`src/rtl/t01_instruction_fetch.sv`:
```
// t01_instruction_fetch: instruction fetch stage.
// Owns the PC, issues one word read at a time on the req/ack bus and holds
// the returned word with its PC in a one-entry register.
// Optional build macro T01_FETCH_MISALIGN_CHECK_EN: a misaligned redirect
// raises a sticky misalign_flt and parks the fetch in FAULT until an aligned
// redirect arrives. Without it, redirect targets are forced word aligned.
module t01_instruction_fetch #(
  parameter logic [31:0] RESET_PC  = 32'h0000_0000,
  parameter logic [31:0] NOP_INSTR = 32'h0000_0013
) (
  input  logic        clk,
  input  logic        nRst,
  output logic        mem_req,
  output logic [31:0] mem_addr,
  input  logic        mem_ack,
  input  logic [31:0] mem_rdata,
  input  logic        redirect_en,
  input  logic [31:0] redirect_pc,
  input  logic        instr_ready,
  output logic        instr_valid,
  output logic [31:0] instr,
  output logic [31:0] instr_pc
`ifdef T01_FETCH_MISALIGN_CHECK_EN
  ,
  output logic        misalign_flt
`endif
);

  typedef enum logic [2:0] {
    S_BOOT,
    S_REQ,
    S_HOLD,
    S_DRAIN
`ifdef T01_FETCH_MISALIGN_CHECK_EN
    ,
    S_FAULT
`endif
  } state_t;

  state_t      state, state_nx;
  logic [31:0] pc, pc_nx;
  logic [31:0] drain_addr, drain_addr_nx;
  logic        valid_nx;
  logic [31:0] instr_nx, instr_pc_nx;
  logic [31:0] tgt;
  logic        tgt_bad;
  logic        flt, flt_nx;

  // Redirect target as it will be loaded into the pc
`ifdef T01_FETCH_MISALIGN_CHECK_EN
  assign tgt     = redirect_pc;
  assign tgt_bad = redirect_pc[1:0] != 2'b00;
`else
  assign tgt     = redirect_pc & 32'hFFFF_FFFC;
  assign tgt_bad = 1'b0;
`endif

  // Bus outputs are decoded from state; DRAIN keeps presenting the address
  // of the request that was in flight when the redirect arrived.
  assign mem_req  = (state == S_REQ) || (state == S_DRAIN);
  assign mem_addr = (state == S_DRAIN) ? drain_addr : pc;

`ifdef T01_FETCH_MISALIGN_CHECK_EN
  assign misalign_flt = flt;
`endif

  // State register
  always_ff @(posedge clk or negedge nRst) begin
    if (!nRst) state <= S_BOOT;
    else       state <= state_nx;
  end

  // PC, drain address, output holding register and fault flag
  always_ff @(posedge clk or negedge nRst) begin
    if (!nRst) begin
      pc          <= RESET_PC;
      drain_addr  <= RESET_PC;
      instr_valid <= 1'b0;
      instr       <= NOP_INSTR;
      instr_pc    <= RESET_PC;
      flt         <= 1'b0;
    end else begin
      pc          <= pc_nx;
      drain_addr  <= drain_addr_nx;
      instr_valid <= valid_nx;
      instr       <= instr_nx;
      instr_pc    <= instr_pc_nx;
      flt         <= flt_nx;
    end
  end

  // Next-state and next-value logic; a redirect overrides every other event
  always_comb begin
    state_nx      = state;
    pc_nx         = pc;
    drain_addr_nx = drain_addr;
    valid_nx      = instr_valid;
    instr_nx      = instr;
    instr_pc_nx   = instr_pc;
    flt_nx        = flt;

    if (redirect_en) begin
      valid_nx = 1'b0;
      instr_nx = NOP_INSTR;
      if (tgt_bad) begin
        flt_nx = 1'b1;
      end else begin
        flt_nx = 1'b0;
        pc_nx  = tgt;
      end
      case (state)
        S_REQ: begin
          if (mem_ack) begin
            // Request finished this cycle; its data is dropped.
            state_nx = S_REQ;
`ifdef T01_FETCH_MISALIGN_CHECK_EN
            if (tgt_bad) state_nx = S_FAULT;
`endif
          end else begin
            state_nx      = S_DRAIN;
            drain_addr_nx = pc;
          end
        end
        S_DRAIN: begin
          // Newest redirect wins. If the old request completes in the same
          // cycle there is nothing left to drain, so leave immediately.
          state_nx = S_DRAIN;
          if (mem_ack) begin
            state_nx = S_REQ;
`ifdef T01_FETCH_MISALIGN_CHECK_EN
            if (flt_nx) state_nx = S_FAULT;
`endif
          end
        end
        default: begin
          state_nx = S_REQ;
`ifdef T01_FETCH_MISALIGN_CHECK_EN
          if (tgt_bad) state_nx = S_FAULT;
`endif
        end
      endcase
    end else begin
      case (state)
        S_BOOT: state_nx = S_REQ;
        S_REQ: begin
          if (mem_ack) begin
            instr_nx    = mem_rdata;
            instr_pc_nx = pc;
            pc_nx       = pc + 32'd4;
            valid_nx    = 1'b1;
            state_nx    = S_HOLD;
          end
        end
        S_HOLD: begin
          if (instr_ready) begin
            valid_nx = 1'b0;
            instr_nx = NOP_INSTR;
            state_nx = S_REQ;
          end
        end
        S_DRAIN: begin
          if (mem_ack) begin
            state_nx = S_REQ;
`ifdef T01_FETCH_MISALIGN_CHECK_EN
            if (flt) state_nx = S_FAULT;
`endif
          end
        end
        default: state_nx = state;
      endcase
    end
  end

endmodule
```
`config.mk`:
```
export PLATFORM = sky130hd
export DESIGN_NAME = t01_instruction_fetch
export DESIGN_NICKNAME = d
export VERILOG_FILES = /design/src/rtl/t01_instruction_fetch.sv
export SDC_FILE = /design/constraint.sdc
export NUM_CORES = 1
export LEC_CHECK = 0
export ABC_CLOCK_PERIOD_IN_PS = 2800
export BUFFER_PORTS_ARGS = -buffer_cell sky130_fd_sc_hd__buf_2
export CORE_MARGIN = 4
export CORE_UTILIZATION = 39
export CTS_CLUSTER_SIZE = 14
export DETAILED_ROUTE_END_ITERATION = 8
export MAX_ROUTING_LAYER = met4
export PLACE_DENSITY = 0.66
export SYNTH_ARGS = -nofsm -noshare
export SYNTH_HDL_FRONTEND = slang
export SYNTH_SLANG_ARGS = --single-unit
```
`constraint.sdc`:
```
create_clock -name clk -period 2.8 [get_ports clk]
set_input_delay 0.28 -clock clk [delete_from_list [all_inputs] [get_ports clk]]
set_output_delay 0.28 -clock clk [all_outputs]
set_load 0.02 [all_outputs]
```
Word-level counts from Yosys, hierarchy flattened
Cells that the tools add are included.
- register bits: 132
- latch bits: 0
- memory bits (writable): 0
- bits in read-only memories: 0
- input bits: 69
- output and inout port bits: 98
- memories: 0
- $add $sub $neg: 1
- $mul: 0
- div/mod/pow operators: 0
- magnitude comparators: 0
- equal/unequal tests: 6
- shifts and indexed selects: 0
- multiplexer cells: 19
- bitwise gates (word level): 2
- reductions and logical operators: 12
- operators with widths (cell ; number):
    $mux W32 ; 7
    $pmux W32 S2 ; 1
    $add A32 B3 Y32 const B ; 1
    $mux W3 ; 5
    $pmux W3 S4 ; 1
    $ne A3 B3 Y1 const B ; 3
    $reduce_and A3 Y1 ; 3
    $eq A3 B2 Y1 const B ; 2
    $reduce_bool A5 Y1 ; 1
    $reduce_and A4 Y1 ; 1
    $reduce_bool A2 Y1 ; 2
    $eq A3 B1 Y1 const B ; 1
    $logic_not A3 Y1 ; 1
    $mux W1 ; 3
    $reduce_bool A3 Y1 ; 1
    $mux W2 ; 1
    $not A1 Y1 ; 2
    $pmux W1 S2 ; 1
    $reduce_and A2 Y1 ; 1
    $reduce_or A2 Y1 ; 1
    $logic_or A1 B1 Y1 ; 1

Longest topological paths before layout
- depth after elaboration: 4
- depth in mapped cells: 9

Worst setup path after synthesis
Ideal clock, no wire load.
- path kind: register to register
- start: reg state[1]
- end: reg pc[20]
- data arrival time: 2099 ps
- required time: 2718 ps
- path slack: 619 ps
- cell stages (with the launch flop): 9
- clock period less this slack: 2181 ps
- cells stage by stage: dfrtp_1 inv_1 ha_1 buf_4 nand4_1 or4_1 clkbuf_1 or4_1 a31oi_1
- word-level cells in the longest chain between the ends: 3
- ends and longest elaborated chain (element ; RTL line ; text):
    from (decl) ; 40 ; state_t state, state_nx;
    from (signal assigned) ; 70 ; else state <= state_nx;
    $eq A3 B1 Y1 ; 143 ; case (state)
    $reduce_bool A2 Y1 (no line) ; n/a ;
    $reduce_and A2 Y1 (no line) ; n/a ;
    to (signal assigned) ; 83 ; pc <= pc_nx;
    to (decl) ; 41 ; logic [31:0] pc, pc_nx;
Every way passes these cells.
A chain may end at the register's enable or synchronous reset.

Final worst setup path
- start: reg state[1]
- end: reg pc[24]
The elaborated chain is that of the path after synthesis.

==> results.env <==
YS_SEQ_AREA_FRAC=0.554
HTREE_NUM_LEVELS=4
SYNTHTOPCELLSBYAREA='dfrtp_1 54%, mux2_2 14%, a22o_1 4.5%'
DRT-VIAS-PER-INSTANCE=5.23
CORE_AREA_UM2=14000
CORE.ROWCOUNT=43
WIRE_LENGTH_OF_THE_FIRST_GLOBAL_ROUTING_PASS_UM=23500
POST-LAYOUT-TOTAL-POWER_mW=8.02
FIRST_GLOBAL_VIAS=4603
CTS_SINKS=125
DRIVE_GT1_FRAC=0.430
IOPINCOUNT=167
IR_DROP_uV=547
PATH_CLK_SLEW_NS=0.06
SYNTH_CELL_TYPES=37
PORT_BUFFERS=160
YOSYS_WARNINGS=0
WORST_TRAN_PIN_VALUE_NS=1.17
SYNTHCELLS=493
CTS_TREE='yes'
WORSTSETUPENDPOINTTYPE='flip-flop'
RRSETUPSLACK_NS=0.21
FMAX_GHz=0.386
MEAN_INSTANCE_SIZE_IN_THE_SYNTHESIZED_NETLIST_UM2=11.5
DIE_SPAN_X_UM=128
RSZ0062_AT_GRT='false'
MIN_PERIOD_OVER_PERIOD=0.926
FINAL_NET_COUNT=718
ANT_NETS=0
GP_ROUTABILITY_CONGESTION=0.832
MAXCAPVIOLCOUNT=0
OVERALL_TRACK_DEMAND_OVER_CAPACITY_IN_GLOBAL_ROUTING=0.187
CTSROOTBUFFERMASTER='clkbuf_16'
WL_PER_CELL_UM=17.3
CRIT_PATH_START='state[1]'
FINAL_DESIGN_AREA_NO_FILL_UM2=7270
WORST_R2R_PATH_DEPTH=6
DIE_H_UM=128
CRITICAL_PATH.REG2REG.ENDPOINT='pc[24]'
GRT_START_MAX_NET_PINS=61
CLK-INSERTION-DELAY-LATE_NS=0.42
WORSTREG2REGSTART='state[1]'
ARRIVAL_NS=2.92
CLOCK_PATH_BUFFERS=2
FINAL.MIN_CLOCK_PERIOD_NS=2.59
CP-ENDPOINT='pc[24]'
WORSTHOLDPATHTYPE='input pin to flip-flop'
DIEAREA_UM2=16500
SYNTH-SEQ-CELLS=125
FIN_TNS_SETUP_NS=0
POST-ROUTE-DRC-COUNT=0
POST-PLACE-CELLS=805
PATH_CLASS='flip-flop to flip-flop'
POST_SYNTH_INSTANCE_AREA_UM2=5660
CRITICAL_PATH_PEAK_FANOUT=19
GRT_OVERFLOW_TOTAL=0
POST_CTS_RESIZED=0
RELSLEWSLACK=0.216
FLOORPLAN.INITIALDENSITY=0.403
SYNTH_LARGEST_AREA_CELL='dfrtp_1'
ANTENNA_FOUND_INITIAL=1
FINALCLOCKSKEW_NS=0.0108
POWER.LEAKAGE_nW=3.44
POWER_DENSITY_nW_PER_UM2=1100
DP_HPWL_UM=10200
MAX_SLEW_VIO_COUNT=0
SETUP_VIOL=0
TIMING_HOLD_VIOLATIONS_FINAL=0
CTS_BUFFERS=17
SYNTH_TOP_AREA_FRAC=0.540
AREAGROWTHSYNTHTOFINISH_PCT=28.6
RUN_STATUS='complete, no violations'
FIRSTDRTPASSITERS=5
WORST_EP_REQUIRED_TIME_NS=3.13
DPL_CELL_AREA_UM2=6630
POST_ROUTE_NON_FILLER_STANDARD_CELL_COUNT=839
WIRELENGTH_UM=14500
TIMING.CRITICAL_PATH.FROM_TYPE='flip-flop'
VIAS=4389
INITIALDRTVIOLATIONCOUNT=273
registers in the layout, summed over array words and instances (netlist names):
name and cells:
instr_valid 1, instr 32, drain_addr 30, instr_pc 30
pc 30, state 2
worst min-delay path by stage:
stage                        start  slack [ns]  cells after the start              to
floorplan                     nRst       -0.02                      0  drain_addr[10]
global placement              nRst        0.32                      1  drain_addr[18]
global route        redirect_pc[3]        0.06                      3           pc[3]
CTS                 redirect_pc[7]        0.05                      3           pc[7]
finish              redirect_pc[6]        0.08                      3           pc[6]
detailed placement            nRst        0.33                      1    instr_pc[18]
report_power, final:
part           switching [mW]  internal, mW  total, mW
Combinational            1.73          1.22       2.94
Clock                   0.788          1.56       2.35
Sequential              0.340          2.39       2.73
cells in the final DEF (no fill, tap or decap), types with 3 or more instances in the layout:
master	n
a21oi_1	4
clkbuf_8	3
nor3_1	6
xnor2_1	7
nand2b_1	5
xor2_1	4
a31oi_1	13
and4_1	3
nand3_1	10
conb_1	4
or2_2	4
or4_1	13
a22o_1	29
clkinvlp_4	3
inv_1	12
buf_2	159
o31a_1	6
buf_4	10
nand2_1	43
mux2_2	72
clkbuf_16	17
o21ai_0	34
o31ai_1	9
bufinv_16	4
nand4_1	10
nor4_1	5
or3_1	4
dfstp_2	3
ha_1	3
dfrtp_1	122
nor2_1	15
through the flow:
stage	hold slack, ns	utilization	setup WS (ns)
floorplan	-0.0156	-	0.619
global placement	0.322	0.472	0.288
detailed placement	0.335	0.472	0.200
CTS	0.0540	0.518	0.185
global route	0.0605	0.518	0.0331
finish	0.0757	0.518	0.208
timing repair:
item,CTS,global route
hold buffers,1,0
hold endpoints to repair,42,0
buffers inserted,0,0
cells in the mapped netlist:
| master | instances |
|---|---|
| dfrtp_1 | 122 |
| mux2_2 | 72 |
| nand2_1 | 43 |
| o21ai_0 | 34 |
| a22o_1 | 29 |
| clkbuf_1 | 29 |
| nor2_1 | 16 |
| a31oi_1 | 14 |
| or4_1 | 13 |
| inv_1 | 12 |
| nand3_1 | 11 |
| nand4_1 | 10 |
| o31ai_1 | 9 |
| xnor2_1 | 7 |
| buf_1 | 6 |
| nor3_1 | 6 |
| o31a_1 | 6 |
| buf_4 | 5 |
| nand2b_1 | 5 |
| nor4_1 | 5 |
| a21oi_1 | 4 |
| ha_1 | 4 |
| or2_2 | 4 |
| or3_1 | 4 |
| xor2_1 | 4 |
| and4_1 | 3 |
| dfstp_2 | 3 |
| and3_1 | 2 |
| o211a_1 | 2 |
| o211ai_1 | 2 |
| a21o_1 | 1 |
| and2_1 | 1 |
| buf_2 | 1 |
| conb_1 | 1 |
| mux2i_1 | 1 |
| o21a_1 | 1 |
| o21bai_1 | 1 |
routing by layer:
layer  global-route usage  wire length (um)
met5                    -                 0
met4               0.0737               354
met3               0.0502               634
met2                0.301              7400
met1                0.224              6130
worst max-delay path: stages (launching register included):
cell	delay (ns)
dfrtp_1	0.40
inv_1	0.08
ha_1	0.24
nand4_1	0.19
or4_1	0.83
or4_1	0.57
a31oi_1	0.19
cell families after synthesis:
| logic type | share of synthesized area |
|---|---|
| xor gates and xnor gates | 0.0170 |
| buffers and inverters | 0.0387 |
| AOI/OAI and AO/OA | 0.125 |
| muxes | 0.145 |
| other | 0.000663 |
| DFF | 0.554 |
| and+or+nand+nor | 0.110 |
| adders and majority gates | 0.00885 |
cell type report:
| class | instances | area, um2 |
|---|---|---|
| Inverter | 12 | 45.0 |
| Clock inverter | 10 | 161 |
| Multi-Input combinational cell | 318 | 2330 |
| Sequential cell | 125 | 3130 |
| Fill cell | 1244 | 6770 |
| Clock buffer | 22 | 474 |
| Tap cell | 180 | 225 |
| Timing Repair Buffer | 171 | 901 |
| Antenna cell | 1 | 2.50 |
(Power assumes the default switching activity.)
